===== config.mk =====
export PLATFORM = sky130hd
export DESIGN_NAME = mem_access_unit
export DESIGN_NICKNAME = d
export VERILOG_FILES = /design/src/rtl/mem_access_unit.sv
export SDC_FILE = /design/constraint.sdc
export NUM_CORES = 1
export LEC_CHECK = 0
export BUFFER_PORTS_ARGS = -buffer_cell sky130_fd_sc_hd__buf_2
export CORE_UTILIZATION = 45
export CTS_BUF_LIST = sky130_fd_sc_hd__clkbuf_2
export CTS_CLUSTER_DIAMETER = 50
export DETAILED_ROUTE_END_ITERATION = 16
export PLACE_DENSITY_LB_ADDON = 0.05
export SYNTH_ARGS = -nofsm -noshare
export SYNTH_HDL_FRONTEND = slang
export SYNTH_SLANG_ARGS = --single-unit

===== constraint.sdc =====
create_clock -name clk -period 2.4 [get_ports clk]
set_input_delay 0.24 -clock clk [delete_from_list [all_inputs] [get_ports clk]]
set_output_delay 0.24 -clock clk [all_outputs]
set_load 0.02 [all_outputs]

===== src/rtl/mem_access_unit.sv =====
// Memory-stage sequencer: issues single-port RAM reads/writes for load/store
// instructions, stalls upstream while an access is in flight, emits one writeback beat per instruction.
module mem_access_unit #(
  parameter int DATA_W = 32,
  parameter int ADDR_W = 16,
  parameter int RD_LAT = 2
) (
  input  logic              clk,
  input  logic              rst,
  input  logic              valid_in,
  input  logic              MemRead,
  input  logic              MemWrite,
  input  logic              MemToReg,
  input  logic              RegWrite,
  input  logic [4:0]        rd_in,
  input  logic [DATA_W-1:0] alu_result,
  input  logic [DATA_W-1:0] store_data,
  output logic              stall,
  output logic              mem_re,
  output logic              mem_we,
  output logic [ADDR_W-1:0] mem_addr,
  output logic [DATA_W-1:0] mem_wdata,
  input  logic [DATA_W-1:0] mem_rdata,
  output logic              wb_valid,
  output logic [DATA_W-1:0] wb_data,
  output logic [4:0]        wb_rd,
  output logic              wb_regwrite,
  output logic              err
);

  localparam int CNT_W = (RD_LAT < 2) ? 1 : $clog2(RD_LAT + 1);

  typedef enum logic [1:0] {IDLE, RD_WAIT, WR, RESP} state_t;

  state_t             state, state_nxt;
  logic [CNT_W-1:0]   cnt;
  logic [DATA_W-1:0]  lat_alu;
  logic [4:0]         lat_rd;
  logic               lat_mtr;
  logic               lat_rw;
  logic               rd_done;

  always_ff @(posedge clk) begin
    if (rst) state <= IDLE;
    else     state <= state_nxt;
  end

  always_comb begin
    state_nxt = state;
    case (state)
      IDLE: begin
        if (valid_in && MemRead)       state_nxt = RD_WAIT;
        else if (valid_in && MemWrite) state_nxt = WR;
      end
      RD_WAIT: if (rd_done) state_nxt = RESP;
      WR:      state_nxt = RESP;
      RESP:    state_nxt = IDLE;
      default: state_nxt = IDLE;
    endcase
  end

  // The counter reaches zero in the cycle mem_rdata is valid (RD_LAT cycles after mem_re).
  always_comb begin
    rd_done = (state == RD_WAIT) && (cnt == '0);
    stall   = !rst && (((state == IDLE) && valid_in && (MemRead || MemWrite))
                       || (state == RD_WAIT) || (state == WR));
  end

  always_ff @(posedge clk) begin
    if (rst) begin
      cnt         <= '0;
      lat_alu     <= '0;
      lat_rd      <= '0;
      lat_mtr     <= 1'b0;
      lat_rw      <= 1'b0;
      mem_re      <= 1'b0;
      mem_we      <= 1'b0;
      mem_addr    <= '0;
      mem_wdata   <= '0;
      wb_valid    <= 1'b0;
      wb_data     <= '0;
      wb_rd       <= '0;
      wb_regwrite <= 1'b0;
      err         <= 1'b0;
    end else begin
      mem_re   <= 1'b0;
      mem_we   <= 1'b0;
      wb_valid <= 1'b0;
      case (state)
        IDLE: begin
          if (valid_in && MemRead) begin
            lat_alu  <= alu_result;
            lat_rd   <= rd_in;
            lat_mtr  <= MemToReg;
            lat_rw   <= RegWrite;
            mem_addr <= alu_result[ADDR_W-1:0];
            mem_re   <= 1'b1;
            cnt      <= CNT_W'(RD_LAT);
            if (MemWrite) err <= 1'b1;
          end else if (valid_in && MemWrite) begin
            lat_alu   <= alu_result;
            lat_rd    <= rd_in;
            mem_addr  <= alu_result[ADDR_W-1:0];
            mem_wdata <= store_data;
            mem_we    <= 1'b1;
          end else if (valid_in) begin
            wb_valid    <= 1'b1;
            wb_data     <= alu_result;
            wb_rd       <= rd_in;
            wb_regwrite <= RegWrite;
          end
        end
        RD_WAIT: begin
          if (rd_done) begin
            wb_valid    <= 1'b1;
            wb_data     <= lat_mtr ? mem_rdata : lat_alu;
            wb_rd       <= lat_rd;
            wb_regwrite <= lat_rw;
          end else begin
            cnt <= cnt - 1'b1;
          end
        end
        WR: begin
          wb_valid    <= 1'b1;
          wb_data     <= lat_alu;
          wb_rd       <= lat_rd;
          wb_regwrite <= 1'b0;
        end
        default: ;
      endcase
    end
  end

endmodule


==> flow_summary.yaml, run 1 <==
status:
  status: "finished clean"
worst_setup_path:
  start_kind: "flop"
  arrival_ns: 1.93
  r2r_end: "wb_data[13]"
  path_buf_inv: 2
  max_stage_delay_ns: 0.41
  reg2reg_from: "state[1]"
  crit_chain: "inv_1 -> ha_4 -> o211a_1 -> nor3_2 -> nor2_1 -> buf_2"
  r2r_slack_ns: 0.27
  endpoint_kind: "output pin"
  timing.critical_path.slowest_stage_cell: "dfxtp_1"
  cp_max_fo: 9
  cp.depth: 6
  cp.required_ns: 2.16
  critPathKind: "reg2out"
  cpLargestDelayFamily: "flip-flops"
  reg2regPathDepth: 7
synthesis:
  avgSynthCellArea_um2: 7.97
  ys_ff_latch: 117
  synth_cells: 624
  yosys.cell_count.top_type: "nand2_1"
  seq_area_frac_synth_pct: 47.1
  synth_simple_gate_area_share_pct: 20.6
  synth_compound_area_share_pct: 21.6
  synth_nets: 738
  synthXorXnorAreaFrac_pct: 0
  synthTopCellsByArea: "dfxtp_1 47%, nand2_1 13%, a21oi_1 7.2%"
  yosysWarnings: 0
  synthMuxAreaShare_pct: 2.04
  synth_top_family_by_area: "compound AO/OA/AOI/OAI gates"
  ys_types: 32
  synth_area_um2: 4970
  async_flop_share_pct: 0
  synth.largest_area_cell: "dfxtp_1"
  synth_edf_count: 0
  synthFlopType: "dfxtp_1"
  yosys.area_share.adder_pct: 1.51
  synth_top_area_share_pct: 47.1
  synth_commonest_cells: "173 x nand2_1, 117 x dfxtp_1, 81 x nor2_1"
global_route:
  grt.met1_usage_pct: 31.2
  grtUsageMet2_pct: 43.4
  antenna_found_initial: 0
  grt_use_total_pct: 26.1
  use_met3_pct: 7.11
  grt_max_degree: 77
  grt_pass1_vias: 5022
  grt_pass1_wl_um: 23500
  gr-total-overflow: 0
  grt_busiest_layer: "met2"
detailed_routing:
  vias_per_cell: 5.13
  wl_um: 14900
  dr.first_iter.drc_count: 438
  vias: 5320
  ant_nets: 0
  wl_per_cell_um: 14.3
  route.detailed.drc: 0
  first_pass_iters: 5
worst_hold_path:
  holdPathStages: 5
  hp-class: "in2reg"
  worstHoldStart: "mem_rdata[7]"
  whs_endpoint: "wb_data[7]"
power_and_ir_drop:
  p_clk_share_pct: 17.7
  power_switching_w: 0.00273
  power.leakage_nw: 3.19
  combPwrFrac_pct: 44.3
  switching_share_pct: 41.2
  p_int_w: 0.00389
  seqPwrFrac_pct: 38.0
  powerDensity_nw_per_um2: 926
  ir_drop_mv: 0.577
finish:
  nets: 999
  seqCellArea_um2: 2340
  fin_cells: 1038
  fillers: 930
  multi_input_area_um2: 2300
  num_antenna_cells: 0
  area_growth_pct: 44.0
  drive_above_1_share_pct: 28.4
cts:
  clk_latency_ns: 0.67
  cts_tree: "built"
  post-cts-setup-buffers: 0
  cts_buffers: 17
  clk_pin_slew_ns: 0.17
  cts_root_buf: "clkbuf_2"
  clk_path_buf_depth: 2
  cts.sinks: 117
  htreeDepth: 4
floorplan:
  fp.dieW_um: 107
  start_util_pct: 46.1
  num_rows: 38
  die-area_um2: 11500
  core_um2: 10800
  die_h_um: 107
  io_pins: 199
timing:
  rsz0062_at_grt: "no"
  setup_viol: 0
  finClkSkew_ns: 0.0174
  max_freq_mhz: 462
  maxSlewViolCount: 0
  min_period_ns: 2.17
  max-slew-margin-rel_pct: 45.7
  setup_tns_ns: 0
  finalCritPeriodShare_pct: 90.2
  worstMarginPinSlew_ns: 0.815
  hold_viol_final: 0
placed_design:
  numPlacedInstances: 908
  place_congestion: 0.794
  dp_hpwl_um: 8820
  portBuffers: 198
run:
  maxCapViolCount: 0
-- worst max path at each step --
stage / startpoint / end / slack (ns)
3_3_place_gp: state[0] / wb_data[0] / 0.40
4_1_cts: state[0] / stall / 0.04
3_5_place_dp: state[1] / wb_data[31] / 0.35
5_1_grt: state[1] / stall / 0.03
6_report: state[0] / stall / 0.23
2_1_floorplan: state[0] / wb_data[30] / 0.45
-- repair_timing --
| item | 4_1_cts | 5_1_grt |
|---|---|---|
| resized for setup | 0 | 2 |
| endpoints found under the hold margin | 114 | 0 |
| endpoints found under the setup margin | 0 | 1 |
| hold buffers | 98 | 0 |
-- layout make-up --
class	count	area share, %
inverter	6	0.315
tap	140	2.45
multi-input combinational	434	32.1
clock buffer	18	1.26
sequential	117	32.7
timing repair buffer	309	29.5
clock inverter	14	1.64
-- layout by cell type (no fill, tap or decap), types with 5 or more instances in the layout --
master,count
buf_2,197
nand2_1,173
dfxtp_1,117
dlygate4sd3_1,98
nor2_1,80
a21oi_1,72
a221oi_1,32
a211oi_1,28
clkbuf_2,18
buf_4,11
a211oi_2,10
mux2i_1,9
clkinv_2,7
inv_1,5
clkinv_1,5
ha_1,5
-- layer usage --
| metal | up-vias | routed length, um | share of wire, % |
|---|---|---|---|
| met5 | - | 0 | 0 |
| met4 | 0 | 420 | 2.8 |
| met3 | 35 | 1030 | 6.9 |
| met2 | 224 | 7160 | 48 |
| met1 | 2423 | 6260 | 42 |
| li1 | 2638 | - | - |
-- tightest hold or removal path: stages --
cell and delay (ns):
buf_2 0.07, nand2_1 0.04, nor2_1 0.08, a221oi_1 0.05, a211oi_1 0.21
-- metrics by stage --
stage	utilization [%]	instance area, um2	hold WS [ns]	worst slack, ns	total power [W]
after floorplan	-	4970	0.376	0.447	0.00453
after global placement	55.2	5950	0.439	0.399	0.00528
after detailed placement	55.2	5950	0.447	0.354	0.00534
after CTS	66.2	7140	0.0000350	0.0391	0.00664
after global routing	66.3	7160	0.0199	0.0323	0.00709
final	66.3	7160	0.0643	0.234	0.00663
-- power groups by stage --
stage	Sequential, W	Clock [W]	Combinational (W)
after floorplan	0.00288	0	0.00165
after global placement	0.00255	0	0.00272
after detailed placement	0.00256	0	0.00278
after CTS	0.00252	0.00121	0.00291
after global routing	0.00257	0.00130	0.00322
final	0.00252	0.00117	0.00293
-- kinds of logic (layout without fill, tap and decap cells) --
group	count (synthesis)	in the layout
buf+inv	73	347
compound gates	153	153
fa+ha+maj	6	6
flops	117	117
simple gates	265	265
mux	10	10
-- sequential cells by signal, indices dropped and copies added (netlist names) --
name	flops
err	1
mem_wdata	32
mem_addr	15
wb_regwrite	1
lat_rw	1
mem_re	1
wb_rd	5
state	2
wb_valid	1
lat_alu	17
wb_data	32
lat_rd	5
cnt	2
lat_mtr	1
mem_we	1
Note: power is estimated with default switching activity, not from simulation.
==> inputs of run 2 (changes only) <==
--- a/config.mk
+++ b/config.mk
@@ -5,11 +5,11 @@
 export SDC_FILE = /design/constraint.sdc
 export NUM_CORES = 1
 export LEC_CHECK = 0
-export BUFFER_PORTS_ARGS = -buffer_cell sky130_fd_sc_hd__buf_2
 export CORE_UTILIZATION = 45
 export CTS_BUF_LIST = sky130_fd_sc_hd__clkbuf_2
 export CTS_CLUSTER_DIAMETER = 50
 export DETAILED_ROUTE_END_ITERATION = 16
+export DONT_BUFFER_PORTS = 1
 export PLACE_DENSITY_LB_ADDON = 0.05
 export SYNTH_ARGS = -nofsm -noshare
 export SYNTH_HDL_FRONTEND = slang
==> run 2 against run 1 <==
Flip-flop and latch count is the same. Critical path depth grew 2. Total power shrank 2.9%. Clock skew grew 0.0032 ns. Design area shrank 11%. Clock power grew 9%. Global-route usage shrank 1.5 points. Largest power group is now registers. Final cell count shrank 18%. Via count shrank 14%. Die area is the same. First-iteration DRC count shrank 56%. Non-clock buffer count shrank 185.
==> flow_summary.yaml, run 2 (same netlist as run 1, synthesis figures left out) <==
finish:
  nets: 814
  fillers: 981
  final_core_util_pct: 58.8
  largestRegisters: "mem_wdata x32, wb_data x32, lat_alu x17"
  fin_area_um2: 6340
  final_common_cell: "nand2_1"
  fin_cells: 853
  num_antenna_cells: 0
  final_cell_mix: "173 x nand2_1, 117 x dfxtp_1, 111 x dlygate4sd3_1"
  drive_above_1_share_pct: 8.13
  area_growth_pct: 27.6
timing:
  worstMarginPinSlew_ns: 0.514
  finalCritPeriodShare_pct: 95.2
  worst_slack_ns: 0.115
  max_freq_mhz: 438
  hold_ws_ns: 0.0947
  rsz0062_at_grt: "yes"
  maxSlewViolCount: 0
  finClkSkew_ns: 0.0206
  setup_viol: 0
  max-slew-margin-rel_pct: 65.7
  hold_viol_final: 0
  min_period_ns: 2.28
worst_setup_path:
  arrival_ns: 2.92
  critPathMostFrequentCell: "nand2_1"
  critPathKind: "reg2reg"
  crit_chain: "inv_1 -> ha_1 -> nand2_1 -> nor2_4 -> buf_12 -> nand2_1 -> a21oi_1 -> dlygate4sd3_1"
  cpLargestDelayFamily: "buffers and inverters"
  reg2regPathDepth: 8
  endpoint_kind: "flop"
  start_kind: "flop"
  reg2reg_from: "state[1]"
  cp.required_ns: 3.04
  path_buf_inv: 3
  cp_max_fo: 23
  r2r_slack_ns: 0.12
  max_stage_delay_ns: 0.56
  timing.critical_path.slowest_stage_cell: "dlygate4sd3_1"
  r2r_end: "lat_alu[20]"
cts:
  clk_pin_slew_ns: 0.18
  clk_latency_ns: 0.68
  clk_path_buf_depth: 2
  post-cts-setup-buffers: 0
  htreeDepth: 4
  cts.sinks: 117
  cts_buffers: 17
  cts_tree: "built"
  cts_root_buf: "clkbuf_2"
floorplan:
  die-area_um2: 11500
  io_pins: 199
  die_h_um: 107
  fp.dieW_um: 107
  start_util_pct: 46.1
  num_rows: 38
  core_um2: 10800
power_and_ir_drop:
  power_switching_w: 0.00265
  p_int_w: 0.00379
  powerDensity_nw_per_um2: 1010
  ir_drop_mv: 0.548
  switching_share_pct: 41.2
  seqPwrFrac_pct: 46.2
  power.leakage_nw: 2.35
  combPwrFrac_pct: 33.9
  p_clk_share_pct: 19.9
status:
  status: "finished clean"
detailed_routing:
  vias: 4572
  wl_um: 13700
  dr.first_iter.drc_count: 191
  first_pass_iters: 4
  wl_per_cell_um: 16.0
  ant_nets: 0
  vias_per_cell: 5.36
  route.detailed.drc: 0
placed_design:
  place_congestion: 0.781
  portBuffers: 0
  dp_hpwl_um: 8070
  pre_cts_ws_ns: 0.287
  placed_cell_area_um2: 4960
  numPlacedInstances: 709
global_route:
  grt_use_total_pct: 24.6
  grt_pass1_vias: 4441
  grt_pass1_wl_um: 21900
  grt_max_degree: 118
  antenna_found_initial: 0
  gr-total-overflow: 0
worst_hold_path:
  worstHoldStart: "MemRead"
  hp-class: "in2reg"
  holdPathStages: 4
  whs_endpoint: "state[0]"
run:
  maxCapViolCount: 0
## run 2: worst max-delay path by stage
stage	end	cells after the start	slack, ns	startpoint
final	lat_alu[20]	8	0.12	state[1]
after detailed placement	wb_data[12]	7	0.29	state[0]
after global routing	lat_alu[20]	8	-0.05	state[0]
after global placement	wb_rd[0]	7	0.34	state[0]
after floorplan	wb_data[30]	8	0.45	state[0]
after CTS	lat_alu[20]	8	0.04	state[1]
## run 2: worst min-delay path, stage by stage
cell,delay (ns)
o21ai_0,0.16
a21oi_1,0.11
mux2i_1,0.14
nor2_1,0.08
## run 2: per-layer routing
| metal | vias to the layer above | part of all wire [%] | wire, um | track usage (%) |
|---|---|---|---|---|
| met5 | - | 0 | 0 | 0 |
| met1 | 2104 | 40 | 5510 | 27.0 |
| met2 | 168 | 48 | 6600 | 41.6 |
| li1 | 2268 | - | - | - |
| met3 | 32 | 8.6 | 1170 | 9.36 |
| met4 | 0 | 2.8 | 386 | 11.8 |
## run 2: power groups by stage
stage	sequential, W	clock [W]	combinational, W
after floorplan	0.00288	0	0.00165
after global placement	0.00302	0	0.00194
after detailed placement	0.00303	0	0.00197
after CTS	0.00298	0.00133	0.00218
after global routing	0.00303	0.00142	0.00241
final	0.00297	0.00128	0.00218
## run 2: repair_timing
action,4_1_cts,5_1_grt
hold endpoints to repair,117,0
cloned,0,0
resized for setup,1,2
endpoints found under the setup margin,1,2
hold buffers,112,0
## run 2: final cells by class
cell class	count	area [um2]	area share (%)
sequential	117	2340	36.9
multi-input combinational	434	2290	36.1
timing repair buffer	124	1280	20.2
tap	140	175	2.76
clock inverter	13	139	2.19
clock buffer	19	95.1	1.50
inverter	6	22.5	0.355
## run 2: stage by stage
step	power (W)	setup TNS [ns]
floorplan	0.00453	0
global placement	0.00496	0
detailed placement	0.00499	0
CTS	0.00649	0
global route	0.00687	-0.0480
finish	0.00644	0
